File: config.mk
export PLATFORM = sky130hd
export DESIGN_NAME = rs_issue_sched
export DESIGN_NICKNAME = d
export VERILOG_FILES = /design/src/rtl/rs_issue_sched.sv
export SDC_FILE = /design/constraint.sdc
export NUM_CORES = 1
export LEC_CHECK = 0
export BUFFER_PORTS_ARGS = -buffer_cell sky130_fd_sc_hd__buf_2
export CAP_MARGIN = 10
export CELL_PAD_IN_SITES_DETAIL_PLACEMENT = 2
export CELL_PAD_IN_SITES_GLOBAL_PLACEMENT = 2
export CORE_ASPECT_RATIO = 2
export CORE_MARGIN = 5
export CORE_UTILIZATION = 22
export DETAILED_ROUTE_END_ITERATION = 7
export PLACE_DENSITY = 0.84
export SLEW_MARGIN = 0
export SYNTH_ARGS = -nofsm -noshare
export SYNTH_HDL_FRONTEND = slang
export SYNTH_SLANG_ARGS = --single-unit
File: constraint.sdc
create_clock -name clock -period 3.2 [get_ports clock]
set_input_delay 0.32 -clock clock [delete_from_list [all_inputs] [get_ports clock]]
set_output_delay 0.32 -clock clock [all_outputs]
set_load 0.005 [all_outputs]
File: src/rtl/rs_issue_sched.sv
// rs_issue_sched -- allocation and issue scheduler for a reservation station.
//
// Picks the entry that a dispatched instruction is written into, and picks
// which ready entry is handed to the functional unit through a one-deep
// registered issue slot. An issued entry stays busy until the FU accepts it;
// acceptance pulses that entry's clear bit so it frees on the next cycle.
//
// Build option:
//   RS_AGE_ORDER_EN  defined   -> oldest ready entry issues first (age matrix)
//                    undefined -> lowest-index ready entry issues first
//
// Ports:
//   clock, reset     rising-edge clock, synchronous active-high reset
//   dispatch_valid   decoder offers an instruction this cycle
//   dispatch_stall   no free entry; decoder must hold its instruction
//   entry_busy       per-entry busy flags
//   entry_ready      per-entry operands-ready flags
//   wr_en            one-hot write enable into the chosen free entry
//   clear            per-entry clear (accept, or all ones on squash)
//   squash           flush all entries and the issue slot
//   issue_valid      registered: issue_idx holds a valid instruction
//   issue_idx        registered index of the issued entry
//   fu_ready         FU accepts the issue slot this cycle
//   free_count       number of entries with entry_busy = 0
module rs_issue_sched #(
  parameter int RS_LEN = 8
) (
  input  logic                        clock,
  input  logic                        reset,
  input  logic                        dispatch_valid,
  output logic                        dispatch_stall,
  input  logic [RS_LEN-1:0]           entry_busy,
  input  logic [RS_LEN-1:0]           entry_ready,
  output logic [RS_LEN-1:0]           wr_en,
  output logic [RS_LEN-1:0]           clear,
  input  logic                        squash,
  output logic                        issue_valid,
  output logic [$clog2(RS_LEN)-1:0]   issue_idx,
  input  logic                        fu_ready,
  output logic [$clog2(RS_LEN):0]     free_count
);

  localparam int IDX_W = $clog2(RS_LEN);
  localparam int CNT_W = IDX_W + 1;

  logic [RS_LEN-1:0] alloc_cand;
  logic [RS_LEN-1:0] slot_mask;
  logic [RS_LEN-1:0] issue_cand;
  logic              alloc_found;
  logic              slot_open;
  logic              sel_found;
  logic [IDX_W-1:0]  sel_idx;

`ifdef RS_AGE_ORDER_EN
  // age[i][j] = 1 means entry i was allocated before entry j.
  logic [RS_LEN-1:0] age [RS_LEN];
  logic [IDX_W-1:0]  alloc_idx;
  logic              oldest;
`endif

  // Allocation: lowest-index free entry.
  always_comb begin
    alloc_cand  = ~entry_busy;
    alloc_found = 1'b0;
    wr_en       = '0;
`ifdef RS_AGE_ORDER_EN
    alloc_idx   = '0;
`endif
    for (int unsigned i = 0; i < RS_LEN; i++) begin
      if (alloc_cand[i] && !alloc_found) begin
        alloc_found = 1'b1;
        wr_en[i]    = dispatch_valid && !squash;
`ifdef RS_AGE_ORDER_EN
        alloc_idx   = i[IDX_W-1:0];
`endif
      end
    end
    dispatch_stall = !alloc_found;
  end

  always_comb begin
    free_count = '0;
    for (int unsigned i = 0; i < RS_LEN; i++)
      free_count = free_count + CNT_W'(alloc_cand[i]);
  end

  // The entry sitting in the slot stays busy and ready until accepted, so it
  // is masked out of selection to avoid issuing it twice.
  always_comb begin
    slot_mask  = issue_valid ? (RS_LEN'(1) << issue_idx) : '0;
    issue_cand = entry_busy & entry_ready & ~slot_mask;
    slot_open  = !issue_valid || fu_ready;
  end

  always_comb begin
    sel_found = 1'b0;
    sel_idx   = '0;
`ifdef RS_AGE_ORDER_EN
    oldest    = 1'b0;
    for (int unsigned i = 0; i < RS_LEN; i++) begin
      if (issue_cand[i] && !sel_found) begin
        oldest = 1'b1;
        for (int unsigned j = 0; j < RS_LEN; j++)
          if (j != i && issue_cand[j] && !age[i][j]) oldest = 1'b0;
        if (oldest) begin
          sel_found = 1'b1;
          sel_idx   = i[IDX_W-1:0];
        end
      end
    end
`endif
    // Lowest-index pick; in age mode only a safety net for an inconsistent
    // matrix (e.g. entries marked busy without passing through wr_en).
    for (int unsigned i = 0; i < RS_LEN; i++) begin
      if (issue_cand[i] && !sel_found) begin
        sel_found = 1'b1;
        sel_idx   = i[IDX_W-1:0];
      end
    end
  end

  // Accept-clear is suppressed under reset so a discarded slot never frees
  // an entry; squash clears everything regardless.
  always_comb begin
    clear = '0;
    if (squash)
      clear = '1;
    else if (issue_valid && fu_ready && !reset)
      clear = slot_mask;
  end

  always_ff @(posedge clock) begin
    if (reset) begin
      issue_valid <= 1'b0;
      issue_idx   <= '0;
    end else if (squash) begin
      issue_valid <= 1'b0;
    end else if (slot_open) begin
      issue_valid <= sel_found;
      if (sel_found) issue_idx <= sel_idx;
    end
  end

`ifdef RS_AGE_ORDER_EN
  // New entry is younger than everything currently busy.
  always_ff @(posedge clock) begin
    if (reset || squash) begin
      for (int unsigned r = 0; r < RS_LEN; r++) age[r] <= '0;
    end else if (|wr_en) begin
      for (int unsigned r = 0; r < RS_LEN; r++) begin
        if (r == 32'(alloc_idx)) age[r] <= '0;
        else                     age[r][alloc_idx] <= entry_busy[r];
      end
    end
  end
`endif

endmodule

==> results_tabular.tex, run 1 <==
\begin{tabular}{lr}
\hline
Metric & Value \\
\hline
\multicolumn{2}{l}{\textbf{Outcome}} \\
\quad Run status & complete, but fails checks \\
\quad Failing checks & setup timing \\
\multicolumn{2}{l}{\textbf{Synth}} \\
\quad Combinational family with the most area after synthesis & simple AND/OR/NAND/NOR gates \\
\quad Complex-gate fraction of the synthesized area & between 20\% and 30\% \\
\quad Net Count, Synth & roughly 130 \\
\quad Proportion of synthesized area in mux cells & 0\% \\
\quad Xor-xnor portion of the synthesized cell area & under 10\% \\
\quad Count of distinct cell types in the synthesized netlist & 37 \\
\quad Sequential share of the synthesized area & around a tenth \\
\quad Share of flip-flops with an asynchronous set or reset & 0\% \\
\quad EDFF count, synth & 0 \\
\quad Syn. warnings & 0 \\
\quad Simple logic cell fraction of the synthesized area & between 30\% and 40\% \\
\quad Number of synthesized register bits & 4 \\
\quad Adder-cell share of the synthesized area & between 10\% and 20\% \\
\quad Mean Syn Cell Area & 7.59 um\^{}2 \\
\quad Post-synthesis instance area & about 790 um\^{}2 \\
\quad Main synth FF type & sky130\_fd\_sc\_hd\_\_dfxtp\_1 \\
\quad Cell count after synthesis & between 100 and 150 \\
\multicolumn{2}{l}{\textbf{STA}} \\
\quad Setup repair after global routing missed its margin & true \\
\quad Final setup slack of the worst path & -23.0 ps \\
\quad Final setup fails & 1 \\
\quad Minimum period implied by the final worst setup slack & about 3200 ps \\
\quad Number of max-slew violations in the final report & 0 \\
\quad Summed negative setup slack over all endpoints & -23.0 ps \\
\quad Max-Slew Margin vs Limit & a little over two thirds \\
\quad Worst Max-Slew Pin Slew & between 400 and 500 ps \\
\quad Total count of hold-check failures in the final report & 0 \\
\quad Highest clock rate & around 310 MHz \\
\quad Period utilisation layout & 101\% \\
\quad Post-Route Skew & 2.52 ps \\
\multicolumn{2}{l}{\textbf{Cells and area}} \\
\quad Share of final-layout standard cells stronger than drive strength 1 & between 40 and 50\% \\
\quad Layout Area Growth over Synthesis & 42.5\% \\
\quad Ant. Diodes & 0 \\
\quad Filler cells & approximately 440 \\
\quad Net count reported at finish & between 150 and 200 \\
\quad Total non-filler cell area in the finished layout & 1120 um\^{}2 \\
\multicolumn{2}{l}{\textbf{Critical path}} \\
\quad Data arrival time of the critical path & 2900 ps \\
\quad Critical Path Start Type & input port \\
\quad Maximum fanout encountered on the critical timing path & 2 \\
\quad Capture point of the worst reg-to-reg path & issue\_idx[0] \\
\quad Internal reg-to-reg setup slack & roughly 830 ps \\
\quad Worst Path Class, Setup & input port to output pin \\
\quad Data required time of the critical path & roughly 2900 ps \\
\quad Depth of the most critical reg-to-reg path & 5 \\
\quad Reg2reg start & issue\_valid \\
\quad Endpoint kind of the worst setup timing path & output pin \\
\multicolumn{2}{l}{\textbf{Power}} \\
\quad Power density relative to cell area & 331 nW/um\^{}2 \\
\quad Pleak & just over 0.6 nW \\
\quad Maximum ir drop on the vdd rail & 0.183 mV \\
\multicolumn{2}{l}{\textbf{GRT}} \\
\quad First-pass GRT wire length & roughly 5300 um \\
\quad Maximum number of pins on one net before global-route repair & 14 \\
\quad Overall track demand over capacity in global routing & 14.5\% \\
\quad Initial antenna violation count & 0 \\
\quad Overflow left after global routing & 0 \\
\quad Via count of the first global-routing pass & approximately 1,200 \\
\multicolumn{2}{l}{\textbf{Placed design}} \\
\quad Placer's final routability congestion estimate & between 0.7 and 0.8 \\
\quad DP Worst Slack & -108 ps \\
\quad Post-DP Area & around 1100 um\^{}2 \\
\quad Hpwl dp & 3030 um \\
\quad \# port buffers & between 40 and 50 \\
\multicolumn{2}{l}{\textbf{Clocking}} \\
\quad Number of buffers on the longest clock path & 2 \\
\quad Number of CTS-inserted buffers & 3 \\
\quad Clk Tree Root Cell & sky130\_fd\_sc\_hd\_\_clkbuf\_8 \\
\quad Number of buffers inserted by hold repair at cts & 0 \\
\quad Clock H-tree levels & 1 \\
\quad Sinks on Clock Net & 4 \\
\quad Source-to-sink clock delay at the later pin of the worst-skew pair & roughly 220 ps \\
\quad TritonCTS clock tree & done \\
\quad Clock input transition at the sequential cells of the worst setup and hold paths & 30 ps \\
\multicolumn{2}{l}{\textbf{Die}} \\
\quad Width of the die & between 50 and 60 um \\
\quad Core area & $\sim$3400 um\^{}2 \\
\quad Die extent in y & 94.7 um \\
\quad Number of ports placed on the die boundary & 46 \\
\quad Row Count & 30 \\
\quad Initial standard-cell utilization of the core & 23.1\% \\
\quad Full die area & 4960 um\^{}2 \\
\multicolumn{2}{l}{\textbf{Worst hold path}} \\
\quad Worst hold path startpoint & reset \\
\quad Endpoint of the worst hold path & issue\_idx[2] \\
\quad Number of stages on the worst hold path & 2 \\
\quad Hold WC Path Type & input port to flop \\
\multicolumn{2}{l}{\textbf{Detailed routing}} \\
\quad DRC violation total after the first TritonRoute iteration & 9 \\
\quad Number of remaining DRC errors & 0 \\
\quad Number of nets with antenna violations after detailed routing & 0 \\
\quad DR WL/cell & approximately 18 um \\
\quad Via-per-instance ratio & around 5 \\
\quad 1st-pass router iterations & 4 \\
\quad Vias & $\sim$990 \\
\quad Final Routed Wirelength & 3490 um \\
\multicolumn{2}{l}{\textbf{Flow run}} \\
\quad Max capacitance violation total & 0 \\
\hline
\end{tabular}
-- placed cells by master (no fill, tap or decap), types with 2 or more instances in the layout --
cell type | Yosys | final
sky130_fd_sc_hd__o221a_1 | 2 | 2
sky130_fd_sc_hd__nand4bb_1 | 2 | 2
sky130_fd_sc_hd__and3_1 | 3 | 3
sky130_fd_sc_hd__nor2b_1 | 3 | 3
sky130_fd_sc_hd__a21o_1 | 7 | 7
sky130_fd_sc_hd__inv_1 | 17 | 14
sky130_fd_sc_hd__fa_1 | 4 | 3
sky130_fd_sc_hd__and2_1 | 5 | 5
sky130_fd_sc_hd__inv_2 | 0 | 3
sky130_fd_sc_hd__nand4b_1 | 2 | 2
sky130_fd_sc_hd__buf_2 | 1 | 43
sky130_fd_sc_hd__a311oi_1 | 2 | 2
sky130_fd_sc_hd__buf_6 | 2 | 2
sky130_fd_sc_hd__a211oi_1 | 2 | 2
sky130_fd_sc_hd__buf_4 | 1 | 3
sky130_fd_sc_hd__nor2_1 | 4 | 4
sky130_fd_sc_hd__clkbuf_8 | 0 | 3
sky130_fd_sc_hd__dfxtp_1 | 4 | 4
sky130_fd_sc_hd__ha_1 | 5 | 4
sky130_fd_sc_hd__nand2_1 | 9 | 9
sky130_fd_sc_hd__nor3_1 | 4 | 4
sky130_fd_sc_hd__nand3_1 | 4 | 4
sky130_fd_sc_hd__a21oi_1 | 5 | 5
-- final cells by class --
cell class / count / area [um^2] / area share [%]
tap: 48 / 60.1 / 5.34
sequential: 4 / 80.1 / 7.12
inverter: 17 / 63.8 / 5.67
timing repair buffer: 48 / 260 / 23.1
multi-input combinational: 78 / 619 / 55.1
clock buffer: 3 / 41.3 / 3.67
-- through the flow --
stage,instances,hold slack (ps),power [mW],utilization (%)
global route,198,329,0.396,32.9
detailed placement,194,550,0.239,30.8
floorplan,104,392,0.161,-
global placement,194,539,0.219,30.8
finish,198,316,0.373,32.9
CTS,198,316,0.360,32.5
-- repair_timing --
action                     CTS  global route
setup endpoints to repair    2             2
pin swaps                    0             1
setup buffers                1             0
resized for setup            4             4
-- synth_stat cells (3+ instances only) --
library cell | number | area, um^2
sky130_fd_sc_hd__nand3_1 | 4 | 20.0
sky130_fd_sc_hd__ha_1 | 5 | 62.6
sky130_fd_sc_hd__and2_1 | 5 | 31.3
sky130_fd_sc_hd__and3_1 | 3 | 18.8
sky130_fd_sc_hd__inv_1 | 17 | 63.8
sky130_fd_sc_hd__nor3_1 | 4 | 20.0
sky130_fd_sc_hd__dfxtp_1 | 4 | 80.1
sky130_fd_sc_hd__a21o_1 | 7 | 52.6
sky130_fd_sc_hd__nand2_1 | 9 | 33.8
sky130_fd_sc_hd__nor2b_1 | 3 | 18.8
sky130_fd_sc_hd__fa_1 | 4 | 80.1
sky130_fd_sc_hd__nor2_1 | 4 | 15.0
sky130_fd_sc_hd__a21oi_1 | 5 | 25.0
-- where the power goes --
| part | switching [mW] | total, mW | internal, mW |
|---|---|---|---|
| clock network | 0.0299 | 0.110 | 0.0805 |
| logic | 0.0954 | 0.195 | 0.0991 |
| registers | 0.0133 | 0.0678 | 0.0545 |
-- layer usage --
layer / vias to the layer above / global-route usage, % / part of all wire (%)
met5: - / 0 / 0
met1: 474 / 12.8 / 31
met4: 0 / 6.61 / 3.1
met3: 9 / 2.37 / 5.9
li1: 460 / - / -
met2: 46 / 29.3 / 60
-- worst max-delay path by stage --
stage | startpoint | endpoint | depth (start not counted)
6_report | entry_busy[0] | free_count[1] | 10
5_1_grt | entry_busy[0] | free_count[1] | 10
4_1_cts | entry_busy[0] | free_count[1] | 10
2_1_floorplan | entry_busy[0] | free_count[2] | 8
3_3_place_gp | entry_busy[0] | free_count[2] | 10
3_5_place_dp | entry_busy[0] | free_count[2] | 10
-- state kept, by name, indices dropped and copies added (netlist names) --
| signal | cells |
|---|---|
| issue_idx | 3 |
| issue_valid | 1 |
-- critical path, stage by stage --
cell,delay (ps)
sky130_fd_sc_hd__buf_6,100
sky130_fd_sc_hd__fa_1,540
sky130_fd_sc_hd__inv_2,40
sky130_fd_sc_hd__fa_1,490
sky130_fd_sc_hd__fa_1,530
sky130_fd_sc_hd__ha_2,190
sky130_fd_sc_hd__inv_2,40
sky130_fd_sc_hd__fa_2,520
sky130_fd_sc_hd__inv_2,40
sky130_fd_sc_hd__buf_6,100
-- logic make-up after synthesis --
logic type	Yosys count
AND/OR/NAND/NOR	44
AO/OA/AOI/OAI	24
buffers and inverters	22
adder cells (fa/ha/maj)	9
flip-flops	4
XOR/XNOR	1
Power figures use the tool's default switching activity.
==> run 2, diff against run 1 <==
--- a/config.mk
+++ b/config.mk
@@ -5,7 +5,7 @@
 export SDC_FILE = /design/constraint.sdc
 export NUM_CORES = 1
 export LEC_CHECK = 0
-export BUFFER_PORTS_ARGS = -buffer_cell sky130_fd_sc_hd__buf_2
+export BUFFER_PORTS_ARGS = -buffer_cell sky130_fd_sc_hd__buf_4
 export CAP_MARGIN = 10
 export CELL_PAD_IN_SITES_DETAIL_PLACEMENT = 2
 export CELL_PAD_IN_SITES_GLOBAL_PLACEMENT = 2
@@ -13,7 +13,9 @@
 export CORE_MARGIN = 5
 export CORE_UTILIZATION = 22
 export DETAILED_ROUTE_END_ITERATION = 7
+export GPL_TIMING_DRIVEN = 0
 export PLACE_DENSITY = 0.84
+export SKIP_LAST_GASP = 1
 export SLEW_MARGIN = 0
 export SYNTH_ARGS = -nofsm -noshare
 export SYNTH_HDL_FRONTEND = slang
==> results_tabular.tex, run 2 (synthesis results as in run 1) <==
\begin{tabular}{lr}
\hline
Metric & Value \\
\hline
\multicolumn{2}{l}{\textbf{Outcome}} \\
\quad Run status & finished, final reports clean \\
\multicolumn{2}{l}{\textbf{Die}} \\
\quad Die extent in y & approximately 95 um \\
\quad Initial standard-cell utilization of the core & between 20\% and 30\% \\
\quad Full die area & a little under 5000 um\^{}2 \\
\quad Width of the die & about 52 um \\
\quad Number of ports placed on the die boundary & 46 \\
\quad Core area & about 3400 um\^{}2 \\
\quad Row Count & 30 \\
\multicolumn{2}{l}{\textbf{STA}} \\
\quad Minimum period implied by the final worst setup slack & between 3000 and 4000 ps \\
\quad Number of max-slew violations in the final report & 0 \\
\quad Summed negative setup slack over all endpoints & 0 ps \\
\quad Period utilisation layout & 98.9\% \\
\quad Final setup fails & 0 \\
\quad Total count of hold-check failures in the final report & 0 \\
\quad Max-Slew Margin vs Limit & between 60\% and 70\% \\
\quad Post-Route Skew & about 2.1 ps \\
\quad Worst Max-Slew Pin Slew & between 400 and 500 ps \\
\quad Setup repair after global routing missed its margin & true \\
\quad Highest clock rate & 316 MHz \\
\multicolumn{2}{l}{\textbf{Cells and area}} \\
\quad Commonest cells after routing, fill and taps aside & sky130\_fd\_sc\_hd\_\_buf\_4, sky130\_fd\_sc\_hd\_\_inv\_1, sky130\_fd\_sc\_hd\_\_nand2\_1, sky130\_fd\_sc\_hd\_\_a21o\_1 \\
\quad Net count reported at finish & 187 \\
\quad Filler cells & roughly 420 \\
\quad Most flops, register & issue\_idx \\
\quad Max FFs per register & 3 \\
\quad Most common cell after layout, fill and taps aside & sky130\_fd\_sc\_hd\_\_buf\_4 \\
\quad Layout Area Growth over Synthesis & 60.7\% \\
\quad Ant. Diodes & 0 \\
\quad Share of final-layout standard cells stronger than drive strength 1 & between 40\% and 50\% \\
\quad Largest registers & issue\_idx: 3 flops, issue\_valid: 1 flops \\
\quad Post-Route Utilization & 37.1\% \\
\quad Total non-filler cell area in the finished layout & roughly 1300 um\^{}2 \\
\multicolumn{2}{l}{\textbf{Clocking}} \\
\quad Clock H-tree levels & 1 \\
\quad Clk Tree Root Cell & sky130\_fd\_sc\_hd\_\_clkbuf\_8 \\
\quad TritonCTS clock tree & done \\
\quad Number of buffers on the longest clock path & 2 \\
\quad Number of CTS-inserted buffers & 3 \\
\quad Number of buffers inserted by hold repair at cts & 0 \\
\quad Sinks on Clock Net & 4 \\
\quad Clock input transition at the sequential cells of the worst setup and hold paths & 30 ps \\
\quad Source-to-sink clock delay at the later pin of the worst-skew pair & 210 ps \\
\multicolumn{2}{l}{\textbf{Power}} \\
\quad Pwr Total & 384 uW \\
\quad Power density relative to cell area & a little over 300 nW/um\^{}2 \\
\quad Maximum ir drop on the vdd rail & about 0.17 mV \\
\quad Clock Power Share & between 20\% and 30\% \\
\quad Internal power component & 253 uW \\
\quad Combinational Power Share & $\sim$58\% \\
\quad Power spent charging and discharging nets & around 130 uW \\
\quad Sequential share of power & approximately 15\% \\
\quad Sw Ratio & 34.1\% \\
\quad Pleak & between 0.6 and 0.7 nW \\
\multicolumn{2}{l}{\textbf{Placed design}} \\
\quad \# port buffers & 45 \\
\quad Placer's final routability congestion estimate & 0.708 \\
\quad Hpwl dp & slightly below 3000 um \\
\quad Post-DP Area & around 1200 um\^{}2 \\
\multicolumn{2}{l}{\textbf{Detailed routing}} \\
\quad Final Routed Wirelength & 3540 um \\
\quad Via-per-instance ratio & approximately 4.9 \\
\quad DR WL/cell & approximately 17 um \\
\quad Vias & 988 \\
\quad Number of remaining DRC errors & 0 \\
\quad Number of nets with antenna violations after detailed routing & 0 \\
\quad DRC violation total after the first TritonRoute iteration & 16 \\
\quad 1st-pass router iterations & 6 \\
\multicolumn{2}{l}{\textbf{Worst hold path}} \\
\quad Hold WC Path Type & input port to flop \\
\multicolumn{2}{l}{\textbf{GRT}} \\
\quad Maximum number of pins on one net before global-route repair & 11 \\
\quad First-pass GRT wire length & 5510 um \\
\quad Via count of the first global-routing pass & around 1,200 \\
\quad Initial antenna violation count & 0 \\
\quad Overall track demand over capacity in global routing & $\sim$15\% \\
\quad Overflow left after global routing & 0 \\
\multicolumn{2}{l}{\textbf{Critical path}} \\
\quad Data required time of the critical path & around 2900 ps \\
\quad Worst Path Class, Setup & input port to output pin \\
\quad Capturing element of the worst setup path & free\_count[2] \\
\quad Critical path startpoint & entry\_busy[0] \\
\quad Endpoint kind of the worst setup timing path & output pin \\
\quad Reg2reg start & issue\_valid \\
\quad Depth of the most critical reg-to-reg path & 6 \\
\quad Critical Path Start Type & input port \\
\quad Maximum fanout encountered on the critical timing path & 3 \\
\quad Capture point of the worst reg-to-reg path & issue\_idx[0] \\
\quad Internal reg-to-reg setup slack & between 900 and 1000 ps \\
\quad Data arrival time of the critical path & about 2900 ps \\
\multicolumn{2}{l}{\textbf{Flow run}} \\
\quad Max capacitance violation total & 0 \\
\hline
\end{tabular}
run 2: changes by cell type in the layout (fill, tap and decap cells not counted), sizes merged:
cell | before | now
buf | 48 | 52
clkbuf | 3 | 4
run 2: worst max-delay path: stages:
cell	delay (ps)
sky130_fd_sc_hd__buf_8	100
sky130_fd_sc_hd__fa_1	530
sky130_fd_sc_hd__inv_1	50
sky130_fd_sc_hd__fa_1	450
sky130_fd_sc_hd__fa_1	510
sky130_fd_sc_hd__ha_2	190
sky130_fd_sc_hd__inv_2	40
sky130_fd_sc_hd__fa_1	370
sky130_fd_sc_hd__xnor2_1	150
sky130_fd_sc_hd__buf_4	130
run 2: worst min path at each step:
stage | end | startpoint | slack (ps) | cells after the start
after global routing | issue_idx[2] | reset | 310 | 2
after CTS | issue_idx[2] | reset | 310 | 2
final | issue_idx[2] | reset | 310 | 2
after floorplan | issue_valid | reset | 390 | 1
after global placement | issue_valid | reset | 520 | 2
after detailed placement | issue_idx[2] | reset | 530 | 2
run 2: what timing repair did:
action	CTS	global route
gates resized for setup	3	4
buffers inserted	0	3
setup endpoints to repair	2	2
pin swaps	1	0
run 2: metal layers:
layer  vias to the layer above  track usage [%]  part of all wire, %
met4                         0             5.54                  1.4
met2                        39             29.0                   61
met1                       479             13.7                   32
met5                         -                0                    0
li1                        466                -                    -
met3                         4             2.37                  5.6
run 2: layout make-up:
type / count / area (um^2) / share of cell area, %
Sequential cell: 4 / 80.1 / 6.31
Timing Repair Buffer: 48 / 375 / 29.6
Inverter: 17 / 63.8 / 5.03
Tap cell: 48 / 60.1 / 4.73
Multi-Input combinational cell: 78 / 609 / 48.0
Clock buffer: 3 / 41.3 / 3.25
Buffer: 5 / 38.8 / 3.06
run 2: metrics by stage:
stage	hold WS, ps	setup slack [ps]	std cells
after floorplan	392	326	104
after global placement	516	13.8	197
after detailed placement	533	-40.9	197
after CTS	308	2.64	200
after global routing	305	-70.7	203
final	310	34.3	203
run 2: power by group through the flow:
stage | combinational (mW) | clock, mW | sequential, mW
2_1_floorplan | 0.103 | 0 | 0.0581
3_3_place_gp | 0.192 | 0 | 0.0578
3_5_place_dp | 0.205 | 0 | 0.0583
4_1_cts | 0.210 | 0.107 | 0.0580
5_1_grt | 0.245 | 0.112 | 0.0584
6_report | 0.221 | 0.105 | 0.0577
